`src/rtl/phase_duration_timer.sv`:
```
// phase_duration_timer: multi-slot phase timer with pause, abort,
// retrigger, zero-length phases, a done pulse and a live seconds count.
//
// Ports:
//   clk, rst        clock; asynchronous active-high reset
//   start/slot_sel  begin timing slot slot_sel (retriggers if busy)
//   abort           stop timing, no done
//   pause           level; freezes the countdown while high
//   load_we/_slot   write load_val into duration slot load_slot
//   busy            high while a phase runs or is held
//   done            one-cycle pulse at natural expiry or zero-length start
//   secs_left       whole seconds remaining (registered)
module phase_duration_timer #(
    parameter int CLK_FREQ = 50_000_000,
    parameter int SEC_W = 8,
    parameter int NUM_SLOTS = 4,
    parameter logic [NUM_SLOTS*SEC_W-1:0] INIT_DURS =
        {8'd2, 8'd4, 8'd4, 8'd25},
    localparam int SLOT_W = $clog2(NUM_SLOTS)
) (
    input  logic              clk,
    input  logic              rst,
    input  logic              start,
    input  logic [SLOT_W-1:0] slot_sel,
    input  logic              abort,
    input  logic              pause,
    input  logic              load_we,
    input  logic [SLOT_W-1:0] load_slot,
    input  logic [SEC_W-1:0]  load_val,
    output logic              busy,
    output logic              done,
    output logic [SEC_W-1:0]  secs_left
);

    localparam int PW = $clog2(CLK_FREQ);
    localparam logic [PW-1:0] PRESC_TC = PW'(CLK_FREQ - 1);

    typedef enum logic [1:0] {
        IDLE = 2'd0,
        RUN  = 2'd1,
        HOLD = 2'd2
    } state_t;

    state_t            state, state_nxt;
    logic [PW-1:0]     presc, presc_nxt;
    logic [SEC_W-1:0]  secs_nxt;
    logic              done_nxt;
    logic [SEC_W-1:0]  sel_dur;
    logic [SEC_W-1:0]  slots [NUM_SLOTS];

    assign busy = (state == RUN) || (state == HOLD);

    // Read mux; an out-of-range index reads as a zero-length phase.
    always_comb begin
        sel_dur = '0;
        for (int i = 0; i < NUM_SLOTS; i++) begin
            if (slot_sel == SLOT_W'(i)) begin
                sel_dur = slots[i];
            end
        end
    end

    // Slot writes land on the clock edge, so a start on the same
    // edge still sees the old duration through sel_dur.
    always_ff @(posedge clk or posedge rst) begin
        if (rst) begin
            for (int i = 0; i < NUM_SLOTS; i++) begin
                slots[i] <= INIT_DURS[i*SEC_W +: SEC_W];
            end
        end else begin
            for (int i = 0; i < NUM_SLOTS; i++) begin
                if (load_we && load_slot == SLOT_W'(i)) begin
                    slots[i] <= load_val;
                end
            end
        end
    end

    always_ff @(posedge clk or posedge rst) begin
        if (rst) begin
            state     <= IDLE;
            presc     <= '0;
            secs_left <= '0;
            done      <= 1'b0;
        end else begin
            state     <= state_nxt;
            presc     <= presc_nxt;
            secs_left <= secs_nxt;
            done      <= done_nxt;
        end
    end

    always_comb begin
        state_nxt = state;
        presc_nxt = presc;
        secs_nxt  = secs_left;
        done_nxt  = 1'b0;
        if (abort) begin
            state_nxt = IDLE;
            presc_nxt = '0;
            secs_nxt  = '0;
        end else if (start) begin
            presc_nxt = '0;
            if (sel_dur == '0) begin
                state_nxt = IDLE;
                secs_nxt  = '0;
                done_nxt  = 1'b1;
            end else begin
                secs_nxt  = sel_dur;
                state_nxt = pause ? HOLD : RUN;
            end
        end else begin
            unique case (state)
                IDLE: begin
                    state_nxt = IDLE;
                end
                // The edge that releases HOLD also counts, so every
                // paused cycle costs exactly one cycle of latency.
                RUN, HOLD: begin
                    if (pause) begin
                        state_nxt = HOLD;
                    end else begin
                        state_nxt = RUN;
                        if (presc == PRESC_TC) begin
                            presc_nxt = '0;
                            if (secs_left <= SEC_W'(1)) begin
                                secs_nxt  = '0;
                                state_nxt = IDLE;
                                done_nxt  = (secs_left == SEC_W'(1));
                            end else begin
                                secs_nxt = secs_left - SEC_W'(1);
                            end
                        end else begin
                            presc_nxt = presc + PW'(1);
                        end
                    end
                end
                default: begin
                    state_nxt = IDLE;
                end
            endcase
        end
    end

endmodule

```
`config.mk`:
```
export PLATFORM = sky130hd
export DESIGN_NAME = phase_duration_timer
export DESIGN_NICKNAME = d
export VERILOG_FILES = /design/src/rtl/phase_duration_timer.sv
export SDC_FILE = /design/constraint.sdc
export NUM_CORES = 1
export LEC_CHECK = 0
export CAP_MARGIN = 5
export CORE_MARGIN = 2
export CORE_UTILIZATION = 30
export DETAILED_ROUTE_END_ITERATION = 8
export GPL_ROUTABILITY_DRIVEN = 1
export PLACE_DENSITY = 0.5
export SKIP_CTS_REPAIR_TIMING = 1
export SYNTH_ARGS = -nofsm -noshare
export SYNTH_HDL_FRONTEND = slang
export SYNTH_SLANG_ARGS = --single-unit
```
`constraint.sdc`:
```
create_clock -name clk -period 4.38 [get_ports clk]
set_clock_uncertainty 0.05 [all_clocks]
set_input_delay 0.657 -clock clk [delete_from_list [all_inputs] [get_ports clk]]
set_output_delay 0.657 -clock clk [all_outputs]
set_load 0.005 [all_outputs]
```
==> out/qor.csv <==
metric,value,unit
grt_pass1_vias,2658,
ys.flop_type,dfrtp_1,
fin_area,4350,um2
grt_pass1_wl,14.00,mm
rsz0062_at_grt,no,
io_buffers,27,
reg2reg_to,secs_left[5]$_DFFE_PP0P_,
syn2layout_area_growth,20.39,%
hold_depth,1,
cts_buffers,9,
final_hold_viol_count,0,
synth_cells,324,
drv_slew,0,
yosys_warnings,0,
setup_viol,0,
clk_latency,0.33,ns
overflow,0,
die_w,113.8,um
outcome,finished clean,
max-slew-margin-rel,39.10,%
wire_per_inst,16.37,um
avgSynthCellArea,11.15,um2
ant_nets,0,
syn-cell-area,3613,um2
nets,376,
grt_usage,13.85,%
cts_max_path_buffers,2,
synth_nets,345,
p_leak,1.694,nW
drive_gt1_share,21.39,%
gp_congestion,0.7554,
via_count,2628,
cts_root_buf,clkbuf_16,
cp_cell_sequence,clkdlybuf4s50_1 > mux4_2 > or4_1 > o21ai_1 > a21oi_1,
core,11860,um2
cts.clk_slew.worst_paths,0.06,ns
end_kind,flip-flop,
ys_types,48,
synth-edff-count,0,
worstSetupPathType,in -> reg,
worstReg2RegStart,presc[12]$_DFFE_PP0P_,
clkSinkCount,69,
n_antenna_cell,0,
worstHoldEndpoint,slots[8]$_DFFE_PP0P_,
fillers,1172,
cp.required,4.54,ns
drt-initial-drc-count,181,
ys_ff_latch,69,
cts_tree,done,
worst-r2r-cell-count,6,
period_needed,2.751,ns
fin_setup_tns,0,ns
worstPathArrival,2.91,ns
grt_max_degree,44,
regToRegSetupSlack,1.84,ns
start_kind,input pin,
post_dp_cell_area,4029,um2
ioPinCount,28,
path_max_fanout,8,
rows,40,
ys_seq_area_share,47.99,%
routed_wl,8.302,mm
vias_per_cell,5.183,
place_hpwl,5.893,mm
start_util,30.46,%
drtPass1Iterations,4,
vdd_ir_drop_max,217.9,uV
drcViolationCount,0,
min_path_type,reg -> reg,
layout_common_cells,"dfrtp_1, nor2_1, mux2_2",
cp_slowest_cell,clkdlybuf4s50_1,
critical_path.max_stage_delay,0.77,ns
dieArea,12940,um2
async_reset_ff_share,100.0,%
fmax,363.5,MHz
maxCapViolCount,0,
min_from,slots[8]$_DFFE_PP0P_,
antenna_found_initial,0,
die_height,113.8,um
htreeDepth,3,
tightest_slew,0.9122,ns
mostFrequentLayoutCell,dfrtp_1,
p_per_area,418.6,nW/um2
min_period_over_period,62.81,%
## cell type report
cell class              instances  area [um2]  share of cell area, %
well taps                     147       183.9                  4.228
multi-input cells             236        1780                  40.93
repair buffers                 31       300.3                  6.903
clock inverters                 7       96.34                  2.215
inverters                       8       30.03                 0.6903
clock buffers                   9       225.2                  5.177
flip-flops and latches         69        1734                  39.86
## where the power goes
part | total (mW) | switching, mW | internal (mW)
logic | 0.269 | 0.126 | 0.143
registers | 0.760 | 0.0467 | 0.713
clock network | 0.793 | 0.291 | 0.501
total | 1.82 | 0.463 | 1.36
## how the worst max path moves through the flow
stage / start / to / cells past startpoint
final: slot_sel[1] / state[0]$_DFF_PP0_ / 5
after global routing: slot_sel[1] / state[0]$_DFF_PP0_ / 5
after CTS: slot_sel[1] / state[0]$_DFF_PP0_ / 5
after detailed placement: slot_sel[1] / state[0]$_DFF_PP0_ / 5
after global placement: slot_sel[1] / state[1]$_DFF_PP0_ / 5
after floorplan: rst / done$_DFF_PP0_ / 1
## state kept, by name (all words and copies together), names as in the netlist
register and cells:
slots 32, state 2, secs_left 8, done 1, presc 26
## layer usage
metal | vias to the layer above | part of all wire, % | track usage (%)
met4 | 0 | 1.6 | 4.553
met5 | - | 0 | 0
met2 | 61 | 47 | 21.92
met3 | 12 | 5.0 | 3.932
li1 | 1244 | - | -
met1 | 1311 | 47 | 18.40
## cells by family (layout without fill, tap and decap cells)
| family | Yosys count | count (layout) | synth area share, % |
|---|---|---|---|
| compound gates | 27 | 27 | 5.644 |
| xor+xnor | 22 | 22 | 5.332 |
| simple gates | 142 | 142 | 21.75 |
| mux | 42 | 42 | 15.51 |
| flops | 69 | 69 | 47.99 |
| fa+ha+maj | 3 | 3 | 1.039 |
| buf+inv | 19 | 55 | 2.735 |
## per-stage QoR
stage	total power, mW	setup slack (ns)	std cells	hold WS, ns	utilization [%]
final	1.821	1.629	507	0.4553	36.68
after global routing	1.910	1.449	507	0.4715	36.68
after CTS	1.842	1.597	507	0.4557	36.68
after detailed placement	1.042	1.249	491	0.4418	33.97
after global placement	1.040	1.259	491	0.4383	33.97
after floorplan	0.9404	1.943	324	0.4239	-
## synth_stat cells, types with 3 or more instances
| library cell | n | area share (%) |
|---|---|---|
| dfstp_2 | 6 | 4.4 |
| mux4_2 | 8 | 5.0 |
| a21oi_1 | 6 | 0.83 |
| mux2_2 | 32 | 10 |
| a22o_1 | 5 | 1.2 |
| nor2_1 | 33 | 3.4 |
| dfrtp_1 | 63 | 44 |
| buf_6 | 3 | 0.93 |
| nand2_1 | 30 | 3.1 |
| clkbuf_1 | 4 | 0.42 |
| nand3b_1 | 3 | 0.62 |
| o21ai_0 | 4 | 0.55 |
| nand3_1 | 11 | 1.5 |
| ha_1 | 3 | 1.0 |
| nand4_1 | 9 | 1.6 |
| nor4_1 | 10 | 1.7 |
| and3_1 | 4 | 0.69 |
| and4_1 | 3 | 0.73 |
| or4_1 | 5 | 1.0 |
| or3_1 | 3 | 0.52 |
| nor3_1 | 15 | 2.1 |
| xor2_1 | 4 | 0.97 |
| inv_1 | 8 | 0.83 |
| buf_2 | 4 | 0.55 |
| xnor2_1 | 18 | 4.4 |
## critical path, delay by kind of cell
kind,cells,cell delay (ns)
buf+inv,1,0.77
simple gates,1,0.57
compound gates,2,0.33
mux,1,0.59
Power figures use the tool's default switching activity.
